<file path="src/rtl/wave_fetch_sequencer_pkg.sv">
// Shared wavepool definitions used by the fetch sequencer and the queue controller.
//   - wfs_state_e   : fetch sequencer state encoding
//   - InstrBytes    : default PC increment per fetched instruction
//   - OutstandingW  : width of the in-flight request counter
//   - QDepth        : 3-bit queue depth constant shared with the queue controller
package wave_fetch_sequencer_pkg;

  typedef enum logic [1:0] {
    StIdle  = 2'd0,
    StRun   = 2'd1,
    StDrain = 2'd2
  } wfs_state_e;

  localparam int unsigned InstrBytes   = 4;
  localparam int unsigned OutstandingW = 3;
  localparam logic [OutstandingW-1:0] QDepth = 3'd7;

endpackage

</file>
<file path="src/rtl/wave_fetch_sequencer_outstanding_ctr.sv">
// fetch_outstanding_ctr: saturating up/down counter of in-flight fetch requests.
// Ports:
//   clk, rst      - clock, synchronous active-high reset
//   inc_i, dec_i  - request accepted / response returned this cycle
//   count_o       - current count
//   count_next_o  - count after this cycle's update
//   at_max_o      - count has reached MaxVal
module fetch_outstanding_ctr
  import wave_fetch_sequencer_pkg::*;
#(
  parameter int unsigned MaxVal = 6
) (
  input  logic                    clk,
  input  logic                    rst,
  input  logic                    inc_i,
  input  logic                    dec_i,
  output logic [OutstandingW-1:0] count_o,
  output logic [OutstandingW-1:0] count_next_o,
  output logic                    at_max_o
);

  localparam logic [OutstandingW-1:0] MaxCnt = OutstandingW'(MaxVal);

  logic [OutstandingW-1:0] count_q, count_d;
  logic                    inc_ok, dec_ok;

  always_comb begin
    // Saturate at both ends; a decrement at zero is dropped, so an
    // increment in the same cycle still takes effect.
    inc_ok  = inc_i && (count_q != MaxCnt);
    dec_ok  = dec_i && (count_q != '0);
    count_d = count_q;
    unique case ({inc_ok, dec_ok})
      2'b10:   count_d = count_q + 1'b1;
      2'b01:   count_d = count_q - 1'b1;
      default: count_d = count_q;
    endcase
  end

  always_ff @(posedge clk) begin
    if (rst) count_q <= '0;
    else     count_q <= count_d;
  end

  assign count_o      = count_q;
  assign count_next_o = count_d;
  assign at_max_o     = (count_q == MaxCnt);

endmodule

</file>
<file path="src/rtl/wave_fetch_sequencer.sv">
// Per-wavefront fetch producer for the wavepool instruction queue.
// Ports:
//   clk, rst                      - clock, synchronous active-high reset
//   wave_start, wave_start_pc     - launch a wavefront (IDLE only)
//   wave_halt                     - stop issuing and drain in-flight requests
//   branch_taken, branch_target   - redirect; bumps the epoch and clears the queue
//   stop_fetch                    - queue nearly full
//   q_vtail_incr, q_wr, q_reset   - queue slot reserve / write / pointer clear
//   fetch_req_*                   - request handshake toward the fetch unit
//   fetch_rsp_valid/epoch         - instruction return
//   outstanding                   - in-flight request count
//   wave_fetch_done               - one-cycle pulse when the drain completes
module wave_fetch_sequencer
  import wave_fetch_sequencer_pkg::*;
#(
  parameter int unsigned PC_WIDTH        = 32,
  parameter int unsigned INSTR_BYTES     = InstrBytes,
  parameter int unsigned MAX_OUTSTANDING = 6
) (
  input  logic                clk,
  input  logic                rst,
  input  logic                wave_start,
  input  logic [PC_WIDTH-1:0] wave_start_pc,
  input  logic                wave_halt,
  input  logic                branch_taken,
  input  logic [PC_WIDTH-1:0] branch_target,
  input  logic                stop_fetch,
  output logic                q_vtail_incr,
  output logic                q_wr,
  output logic                q_reset,
  output logic                fetch_req_valid,
  output logic [PC_WIDTH-1:0] fetch_req_pc,
  output logic                fetch_req_epoch,
  input  logic                fetch_req_ready,
  input  logic                fetch_rsp_valid,
  input  logic                fetch_rsp_epoch,
  output logic [2:0]          outstanding,
  output logic                wave_fetch_done
);

  wfs_state_e              state_q, state_d;
  logic [PC_WIDTH-1:0]     pc_q, pc_d;
  logic                    epoch_q, epoch_d;
  logic [OutstandingW-1:0] cnt, cnt_next;
  logic                    at_max, accept, q_reset_c, done_c;

  fetch_outstanding_ctr #(
    .MaxVal(MAX_OUTSTANDING)
  ) u_ctr (
    .clk         (clk),
    .rst         (rst),
    .inc_i       (accept),
    .dec_i       (fetch_rsp_valid),
    .count_o     (cnt),
    .count_next_o(cnt_next),
    .at_max_o    (at_max)
  );

  // Outputs are forced to their reset values while rst is high so a reset
  // mid-operation takes effect in the same cycle.
  always_comb begin
    fetch_req_valid = !rst && (state_q == StRun) && !stop_fetch && !branch_taken &&
                      !wave_halt && !at_max;
    accept          = fetch_req_valid && fetch_req_ready;
    q_vtail_incr    = accept;
    q_wr            = !rst && fetch_rsp_valid && (fetch_rsp_epoch == epoch_q) &&
                      (state_q != StIdle) && !branch_taken && !wave_start;
    fetch_req_pc    = rst ? '0 : pc_q;
    fetch_req_epoch = !rst && epoch_q;
    outstanding     = rst ? '0 : cnt;
    q_reset         = !rst && q_reset_c;
    wave_fetch_done = !rst && done_c;
  end

  always_comb begin
    state_d   = state_q;
    pc_d      = pc_q;
    epoch_d   = epoch_q;
    q_reset_c = 1'b0;
    done_c    = 1'b0;
    unique case (state_q)
      StIdle: begin
        if (wave_start) begin
          q_reset_c = 1'b1;
          pc_d      = wave_start_pc;
          epoch_d   = ~epoch_q;
          state_d   = StRun;
        end
      end
      StRun: begin
        // Halt takes priority over a simultaneous redirect.
        if (wave_halt) begin
          state_d = StDrain;
        end else if (branch_taken) begin
          q_reset_c = 1'b1;
          pc_d      = branch_target;
          epoch_d   = ~epoch_q;
        end else if (accept) begin
          pc_d = pc_q + PC_WIDTH'(INSTR_BYTES);
        end
      end
      StDrain: begin
        if (cnt_next == '0) begin
          state_d = StIdle;
          done_c  = 1'b1;
        end
      end
      default: state_d = StIdle;
    endcase
  end

  always_ff @(posedge clk) begin
    if (rst) begin
      state_q <= StIdle;
      pc_q    <= '0;
      epoch_q <= 1'b0;
    end else begin
      state_q <= state_d;
      pc_q    <= pc_d;
      epoch_q <= epoch_d;
    end
  end

endmodule
</file>
<file path="config.mk">
export PLATFORM = sky130hd
export DESIGN_NAME = wave_fetch_sequencer
export DESIGN_NICKNAME = d
export VERILOG_FILES = /design/src/rtl/wave_fetch_sequencer_pkg.sv /design/src/rtl/wave_fetch_sequencer_outstanding_ctr.sv /design/src/rtl/wave_fetch_sequencer.sv
export SDC_FILE = /design/constraint.sdc
export NUM_CORES = 1
export LEC_CHECK = 0
export CAP_MARGIN = 10
export CORE_ASPECT_RATIO = 0.9
export CORE_UTILIZATION = 49
export CTS_BUF_LIST = sky130_fd_sc_hd__clkbuf_16
export CTS_CLUSTER_SIZE = 16
export DETAILED_ROUTE_END_ITERATION = 10
export PLACE_DENSITY = 0.95
export SETUP_SLACK_MARGIN = 0.02
export SKIP_CTS_REPAIR_TIMING = 1
export SYNTH_ARGS = -nofsm -noshare
export SYNTH_HDL_FRONTEND = slang
export SYNTH_HIERARCHICAL = 1
export SYNTH_SLANG_ARGS = --single-unit
export TNS_END_PERCENT = 30
</file>
<file path="constraint.sdc">
create_clock -name clk -period 8.05 [get_ports clk]
set_clock_uncertainty 0.2 [all_clocks]
set_input_delay 1.61 -clock clk [delete_from_list [all_inputs] [get_ports clk]]
set_output_delay 1.61 -clock clk [all_outputs]
set_load 0.005 [all_outputs]
</file>
==> run_results.csv, run 1 <==
group,metric,value,unit
sta,holdWs,0.2950,ns
routing,drc,0,
routing,wl_per_cell,17.57,um
worst_setup_path,ff2ff_path_depth,14,
synthesis,ys_top_cells_by_count,"nand2_1 (45), nor2b_1 (39), dfxtp_1 (38), nor2_1 (34), o21ai_0 (24)",
synthesis,synth_top_area_frac,0.2472,
outcome,status,"complete, no violations",
sta,hold_violations,0,
cells_and_area,antennaDiodeCount,0,
routing,drtIter0Drc,429,
sta,min_period_over_period,0.8676,
global_route,grt_pass1_vias,3398,
worst_setup_path,r2r_slack,4.58,ns
sta,finalSetupViolCount,0,
worst_setup_path,r2r-end,"state_q[1]",
cells_and_area,fill_cells,480,
global_route,grtUsageTotal,0.3118,
cells_and_area,final_core_util,0.7060,
place,hpwlAfterDp,6890,um
synthesis,ys.flop_type,"dfxtp_1",
clock_tree,numCtsBuffers,5,
routing,vias,3692,
sta,layout_min_cycle_time,6.984,ns
global_route,grt_first_pass_wirelength,16480,um
synthesis,synthTopCellsByArea,"dfxtp_1 (25%), nor2b_1 (7.9%), nand2_1 (5.5%)",
synthesis,syn-num-nets,496,
synthesis,synth_async_sr_flop_share,0,
worst_hold_path,hp-class,"reg2reg",
clock_tree,cts_tree,"built",
worst_setup_path,cp.required,6.24,ns
sta,fin_tns_setup,0,ns
sta,worstMarginPinSlew,1.110,ns
place,numPortBuffers,113,
synthesis,synthCells,420,
cells_and_area,layout-drive-gt1-share,0.05501,
floorplan,chipWidth,85.55,um
sta,rsz0062_at_grt,"no",
place,place_area,0.004160,mm^2
worst_hold_path,min_from,"pc_q[0]",
floorplan,num_rows,27,
global_route,antenna_found_initial,0,
clock_tree,cts_num_sinks,38,
synthesis,synth-edff-count,0,
worst_setup_path,reg2reg_from,"state_q[0]",
synthesis,yosysMostFrequentCell,"nand2_1",
cells_and_area,fin_nets,585,
routing,wl,10210,um
synthesis,yosys_warnings,6,
power,p_leak,1.510,nW
floorplan,start_util,0.5062,
place,dp_slack,1.129,ns
clock_tree,htreeDepth,2,
worst_setup_path,crit_type,"in2out",
worst_setup_path,crit_path_end_kind,"output port",
worst_hold_path,whs_endpoint,"pc_q[0]",
worst_hold_path,hold_path_depth,2,
clock_tree,clk_pin_slew,0.05,ns
sta,fin_ws,1.066,ns
cells_and_area,fin_area,0.004293,mm^2
floorplan,boundaryPins,114,
routing,ant_nets,0,
routing,dr.pass1.iters,5,
synthesis,ys_seq_elements,38,
worst_setup_path,worstPathMaxFanout,7,
synthesis,yosysUniqueCellTypes,65,
synthesis,yosysTopAreaCell,"dfxtp_1",
global_route,grt_overflow_total,0,
synthesis,avgSynthCellArea,7.328,um^2
worst_setup_path,crit_path_start_kind,"input port",
global_route,grt_max_degree,71,
sta,maxSlewViolCount,0,
sta,timing.fmax,143.2,MHz
floorplan,dieArea,0.006603,mm^2
floorplan,fp.dieH,77.19,um
power,irDropWorstVdd,0.08728,mV
synthesis,synth_area,0.003078,mm^2
synthesis,synth-seq-area-share,0.2472,
worst_setup_path,cp.arrival,5.17,ns
power,powerDensity,136.8,mW/mm^2
clock_tree,clockBufferDepth,2,
cells_and_area,area_growth,39.47,%
routing,viasPerCell,6.355,
job,cap_violations,0,
place,globalplace.congestion,0.8608,
clock_tree,root_buffer,"clkbuf_16",
floorplan,core,0.006081,mm^2
clock_tree,insertion_delay,0.28,ns
sta,max-slew-margin-rel,0.2599,
cells in the final DEF, fill, tap and decap left out, drive strengths merged, types with 12 or more instances in the layout:
cell             n
o21ai           25
nand3           24
nand4           12
a21oi           23
nor4            14
dfxtp           38
nand2           45
nor2b           39
clkdlybuf4s50  112
nor2            35
registers in the layout, indices dropped and copies added, names as in the netlist:
name,count
pc_q,32
state_q,2
epoch_q,1
u_ctr/count_o,3
stage by stage:
stage / instances / power [mW]
after floorplan: 420 / 0.3203
after global placement: 574 / 0.3947
after detailed placement: 574 / 0.3998
after CTS: 581 / 0.5850
after global routing: 581 / 0.6131
final: 581 / 0.5873
power breakdown:
part,total [mW],switching [mW],internal (mW)
Combinational,0.165,0.0752,0.0899
Clock,0.187,0.0765,0.111
Sequential,0.235,0.0289,0.206
Total,0.587,0.181,0.407
layout make-up:
type / instances / area, um^2 / share of cell area
clock buffers: 5 / 125.1 / 0.02915
clock inverters: 2 / 7.507 / 0.001749
inverters: 5 / 18.77 / 0.004372
multi-input cells: 341 / 2127 / 0.4955
flip-flops and latches: 38 / 760.7 / 0.1772
well taps: 72 / 90.09 / 0.02099
repair buffers: 118 / 1164 / 0.2711
cell families after synthesis:
logic type | after synthesis | share of synthesized area
AO/OA/AOI/OAI | 106 | 0.2362
buffers and inverters | 41 | 0.06260
flip-flops | 38 | 0.2472
XOR/XNOR | 15 | 0.04268
adder cells (fa/ha/maj) | 3 | 0.01463
multiplexers | 6 | 0.02195
AND/OR/NAND/NOR | 211 | 0.3748
routing by layer:
layer / part of all wire / vias up / track usage
li1: - / 1723 / -
met1: 0.41 / 1716 / 0.4033
met2: 0.46 / 223 / 0.5096
met3: 0.10 / 30 / 0.07966
met4: 0.019 / 0 / 0.09000
met5: 0 / - / 0
critical path: stages:
cell and delay, ns:
clkdlybuf4s50_1 0.46, nor3b_4 0.38, nand3_2 0.19, inv_2 0.16
o21ai_0 0.11, ha_1 0.24, fa_1 0.39, xnor2_1 0.24
nor2_2 0.09, xor2_1 0.14, or3_1 0.34, nor4b_1 0.26
clkdlybuf4s50_1 0.55
worst max-delay path by stage:
stage,startpoint,to,depth (start not counted)
finish,branch_taken,wave_fetch_done,13
global route,wave_halt,wave_fetch_done,13
CTS,wave_halt,wave_fetch_done,13
detailed placement,branch_taken,wave_fetch_done,13
global placement,wave_halt,wave_fetch_done,13
floorplan,rst,wave_fetch_done,11
(Power assumes the default switching activity.)
==> inputs of run 2 (changes only) <==
Settings changed: SLEW_MARGIN set to 20.
==> run 2 against run 1 <==
Combinational power is essentially flat. Via count shrank 0.35%. Maximum frequency is essentially flat. Critical path depth is the same. Final cell count is the same.
==> run_results.csv, run 2 (synthesis results as in run 1) <==
group,metric,value,unit
floorplan,fp.dieH,77.19,um
sta,rsz0062_at_grt,"no",
sta,maxSlewViolCount,0,
floorplan,boundaryPins,114,
cells_and_area,layout-drive-gt1-share,0.05697,
floorplan,core,0.006081,mm^2
routing,wl_per_cell,17.50,um
power,p_clk_frac,0.320,
sta,max-slew-margin-rel,0.3196,
cells_and_area,largest_reg_flops,32,
floorplan,start_util,0.5062,
routing,wl,10170,um
floorplan,num_rows,27,
power,powerDensity,136.9,mW/mm^2
cells_and_area,final_core_util,0.7066,
sta,timing.fmax,143.3,MHz
power,p_leak,1.511,nW
job,cap_violations,0,
worst_setup_path,crit_top_cell,"clkdlybuf4s50_1",
worst_setup_path,cp.required,6.24,ns
worst_setup_path,cp_slowest_stage_delay,0.55,ns
sta,worstMarginPinSlew,1.021,ns
global_route,grtUsageTotal,0.3118,
worst_setup_path,crit_slowest_cell,"clkdlybuf4s50_1",
worst_setup_path,cp.arrival,5.17,ns
power,p_sw,181.5,uW
clock_tree,cts_num_sinks,38,
floorplan,dieArea,0.006603,mm^2
routing,drc,0,
sta,finalSetupViolCount,0,
cells_and_area,fin_area,0.004297,mm^2
clock_tree,insertion_delay,0.29,ns
cells_and_area,fin_cells,581,
worst_setup_path,critPathTopFamily,"simple AND/OR/NAND/NOR gates",
cells_and_area,top_register,"pc_q",
global_route,grt_pass1_vias,3398,
global_route,grt_max_degree,71,
worst_setup_path,worstPathMaxFanout,7,
place,numPortBuffers,113,
power,seq_power_share,0.399,
global_route,grt_overflow_total,0,
routing,dr.pass1.iters,5,
sta,fin_ws,1.070,ns
sta,hold_violations,0,
cells_and_area,fin_nets,585,
worst_setup_path,crit_type,"in2out",
sta,min_period_over_period,0.8671,
power,p_comb_frac,0.281,
power,irDropWorstVdd,0.08726,mV
routing,viasPerCell,6.332,
place,place_area,0.004160,mm^2
clock_tree,numCtsBuffers,5,
sta,holdWs,0.2941,ns
worst_setup_path,crit_path_end_kind,"output port",
worst_setup_path,crit_path_start_kind,"input port",
cells_and_area,antennaDiodeCount,0,
cells_and_area,most-common-layout-cells,"clkdlybuf4s50_1 (112), nand2_1 (45), nor2b_1 (38), dfxtp_1 (38), nor2_1 (34)",
clock_tree,root_buffer,"clkbuf_16",
routing,drtIter0Drc,433,
cells_and_area,area_growth,39.59,%
clock_tree,cts_tree,"built",
routing,ant_nets,0,
outcome,status,"complete, no violations",
clock_tree,clockBufferDepth,2,
global_route,antenna_found_initial,0,
cells_and_area,final_common_cell,"clkdlybuf4s50_1",
place,globalplace.congestion,0.8608,
sta,fin_tns_setup,0,ns
routing,vias,3679,
sta,layout_min_cycle_time,6.980,ns
clock_tree,htreeDepth,2,
place,dp.cells,574,
power,report.power.total,588.3,uW
worst_setup_path,path_buf_inv,3,
worst_setup_path,cp_cell_sequence,"clkdlybuf4s50_1 > nor3b_4 > nand3_2 > inv_2 > o21ai_0 > ha_1 > fa_1 > xnor2_1 > nor2_2 > xor2_1 > or3_1 > nor4b_1 > clkdlybuf4s50_1",
worst_hold_path,hp-class,"reg2reg",
clock_tree,clk_pin_slew,0.05,ns
power,p_int,406.8,uW
global_route,grt_first_pass_wirelength,16480,um
place,hpwlAfterDp,6890,um
power,swShare,0.3084,
floorplan,chipWidth,85.55,um
place,dp_slack,1.129,ns
[run 2: cell counts in the layout (fill, tap and decap cells not counted)]
No cell type changed its count.
[run 2: routing by layer]
| layer | part of all wire | global-route usage |
|---|---|---|
| met5 | 0 | 0 |
| met1 | 0.40 | 0.4033 |
| met4 | 0.022 | 0.09000 |
| met2 | 0.46 | 0.5096 |
| met3 | 0.12 | 0.07966 |
[run 2: layout make-up]
cell class	count	area [um^2]
clock buffers	5	125.1
clock inverters	2	7.507
fillers	478	1784
inverters	5	18.77
multi-input cells	341	2131
flip-flops and latches	38	760.7
well taps	72	90.09
repair buffers	118	1164
[run 2: worst min-delay path, cell delays in order (launching register included)]
cell and delay, ns:
dfxtp_1 0.30, nor2_1 0.09, a311oi_1 0.05
[run 2: power groups by stage]
stage | registers [mW] | clock network (mW) | logic [mW]
2_1_floorplan | 0.225 | 0 | 0.0955
3_3_place_gp | 0.236 | 0 | 0.159
3_5_place_dp | 0.237 | 0 | 0.163
4_1_cts | 0.233 | 0.188 | 0.164
5_1_grt | 0.238 | 0.195 | 0.181
6_report | 0.235 | 0.188 | 0.165
[run 2: path summary, 6_finish.rpt]
path	slack, ns	end	depth (start not counted)	startpoint
min	0.29	pc_q[0]	2	pc_q[0]
min reg2reg	0.29	pc_q[0]	2	pc_q[0]
max	1.07	wave_fetch_done	13	branch_taken
max reg2reg	4.58	state_q[1]	14	state_q[0]
==> inputs of run 3 (changes only) <==
Settings changed: CELL_PAD_IN_SITES_DETAIL_PLACEMENT set to 1, CELL_PAD_IN_SITES_GLOBAL_PLACEMENT set to 1, CORE_UTILIZATION 49 to 34, PLACE_DENSITY 0.95 to not set, PLACE_DENSITY_LB_ADDON set to 0.12.
==> run 3 against run 2 <==
Sequential power barely moved. Hold slack improved by 0.0036 ns. First-iteration DRC count down 69%. Design area rose by 1.2%. Flip-flop and latch count unchanged. Highest routed layer unchanged. Register-to-register slack lost 0.02 ns. Global-route usage is 6.0 points lower. Critical path depth unchanged.
==> run_results.csv, run 3 (synthesis results as in run 1) <==
group,metric,value,unit
power,p_sw,185.3,uW
floorplan,dieArea,0.009438,mm^2
routing,drc,0,
global_route,grtUsageTotal,0.2522,
routing,ant_nets,0,
global_route,grt_max_degree,71,
power,irDropWorstVdd,0.09577,mV
worst_hold_path,hp-class,"reg2reg",
worst_setup_path,crit_path_start_kind,"input port",
routing,viasPerCell,5.678,
clock_tree,numCtsBuffers,5,
sta,max-slew-margin-rel,0.2909,
global_route,grt_first_pass_wirelength,18550,um
power,powerDensity,136.1,mW/mm^2
power,p_comb_frac,0.282,
power,swShare,0.3132,
global_route,antenna_found_initial,0,
outcome,status,"complete, no violations",
cells_and_area,largest_reg_flops,32,
sta,fin_tns_setup,0,ns
routing,dr.pass1.iters,4,
place,dp.cells,621,
clock_tree,insertion_delay,0.28,ns
cells_and_area,most-common-layout-cells,"clkdlybuf4s50_1 (112), nand2_1 (45), nor2b_1 (38), dfxtp_1 (38), nor2_1 (34)",
sta,worstMarginPinSlew,1.064,ns
global_route,grt_pass1_vias,3714,
routing,wl,11700,um
floorplan,num_rows,32,
power,p_clk_frac,0.320,
place,globalplace.congestion,0.8222,
routing,wl_per_cell,18.66,um
clock_tree,cts_num_sinks,38,
worst_setup_path,cp.required,6.24,ns
routing,m1WireLength,5268,um
sta,timing.fmax,142.6,MHz
worst_setup_path,cp.arrival,5.20,ns
routing,dr_wl_met2,5823,um
cells_and_area,area_growth,41.26,%
floorplan,fp.dieH,92.27,um
cells_and_area,fin_cells,627,
floorplan,start_util,0.3543,
sta,finalSetupViolCount,0,
cells_and_area,fin_nets,585,
cells_and_area,final_common_cell,"clkdlybuf4s50_1",
place,numPortBuffers,113,
clock_tree,root_buffer,"clkbuf_16",
clock_tree,clockBufferDepth,2,
job,cap_violations,0,
worst_setup_path,worstPathMaxFanout,7,
clock_tree,cts_tree,"built",
routing,topRoutingLayerUsed,"met4",
floorplan,chipWidth,102.3,um
floorplan,boundaryPins,114,
routing,vias,3560,
clock_tree,clk_pin_slew,0.06,ns
cells_and_area,top_register,"pc_q",
worst_setup_path,crit_type,"in2out",
worst_setup_path,crit_path_end_kind,"output port",
global_route,grt_overflow_total,0,
routing,drtIter0Drc,136,
sta,hold_violations,0,
sta,rsz0062_at_grt,"no",
sta,maxSlewViolCount,0,
power,seq_power_share,0.398,
power,p_int,406.3,uW
cells_and_area,layout-drive-gt1-share,0.05512,
floorplan,core,0.008688,mm^2
clock_tree,htreeDepth,2,
sta,layout_min_cycle_time,7.011,ns
cells_and_area,antennaDiodeCount,0,
sta,min_period_over_period,0.8709,
power,p_leak,1.501,nW
place,hpwlAfterDp,8208,um
routing,met3_wirelength,528,um
-- run 3: cell count changes in the layout (fill, tap and decap cells not counted), sizes merged --
cell,previous run,this run
clkinv,1,2
inv,6,4
-- run 3: critical path, stage by stage --
cell             delay, ns
clkdlybuf4s50_1       0.46
nor4_1                0.43
nand3_2               0.19
inv_2                 0.17
o21ai_0               0.12
ha_1                  0.23
fa_1                  0.38
xnor2_1               0.24
nor2_2                0.08
xor2_1                0.14
or3_1                 0.34
nor4b_1               0.25
clkdlybuf4s50_1       0.55
-- run 3: layout make-up --
type / count / area (um^2)
Tap cell: 119 / 148.9
Clock buffer: 5 / 125.1
Clock inverter: 1 / 3.754
Fill cell: 1071 / 4340
Multi-Input combinational cell: 341 / 2127
Timing Repair Buffer: 118 / 1164
Inverter: 5 / 18.77
Sequential cell: 38 / 760.7
-- run 3: final timing paths --
check             startpoint              end  slack [ns]  depth (start not counted)
setup / recovery   wave_halt  wave_fetch_done        1.04                         13
hold / removal       pc_q[0]          pc_q[0]        0.30                          2
setup reg to reg  state_q[0]       state_q[1]        4.56                         14
hold reg to reg      pc_q[0]          pc_q[0]        0.30                          2
-- run 3: power groups by stage --
stage	clock [mW]	combinational (mW)	sequential [mW]
after floorplan	0	0.0955	0.225
after global placement	0	0.163	0.237
after detailed placement	0	0.167	0.238
after CTS	0.190	0.168	0.235
after global routing	0.196	0.182	0.238
final	0.190	0.167	0.235
-- run 3: through the flow --
stage	power [mW]	cell area, um^2	hold WS (ns)	setup slack [ns]	utilization
after floorplan	0.3203	3078	0.2709	2.343	-
after global routing	0.6165	4348	0.3145	0.8412	0.5004
after global placement	0.4002	4219	0.2815	1.208	0.4856
final	0.5917	4348	0.2977	1.039	0.5004
after detailed placement	0.4050	4219	0.2956	1.054	0.4856
after CTS	0.5920	4348	0.3038	1.019	0.5004
-- run 3: routing by layer --
layer  up-vias  GRT usage
li1       1715          -
met1      1740     0.3220
met2        99     0.4441
met3         6    0.03277
met4         0    0.05833
met5         -          0
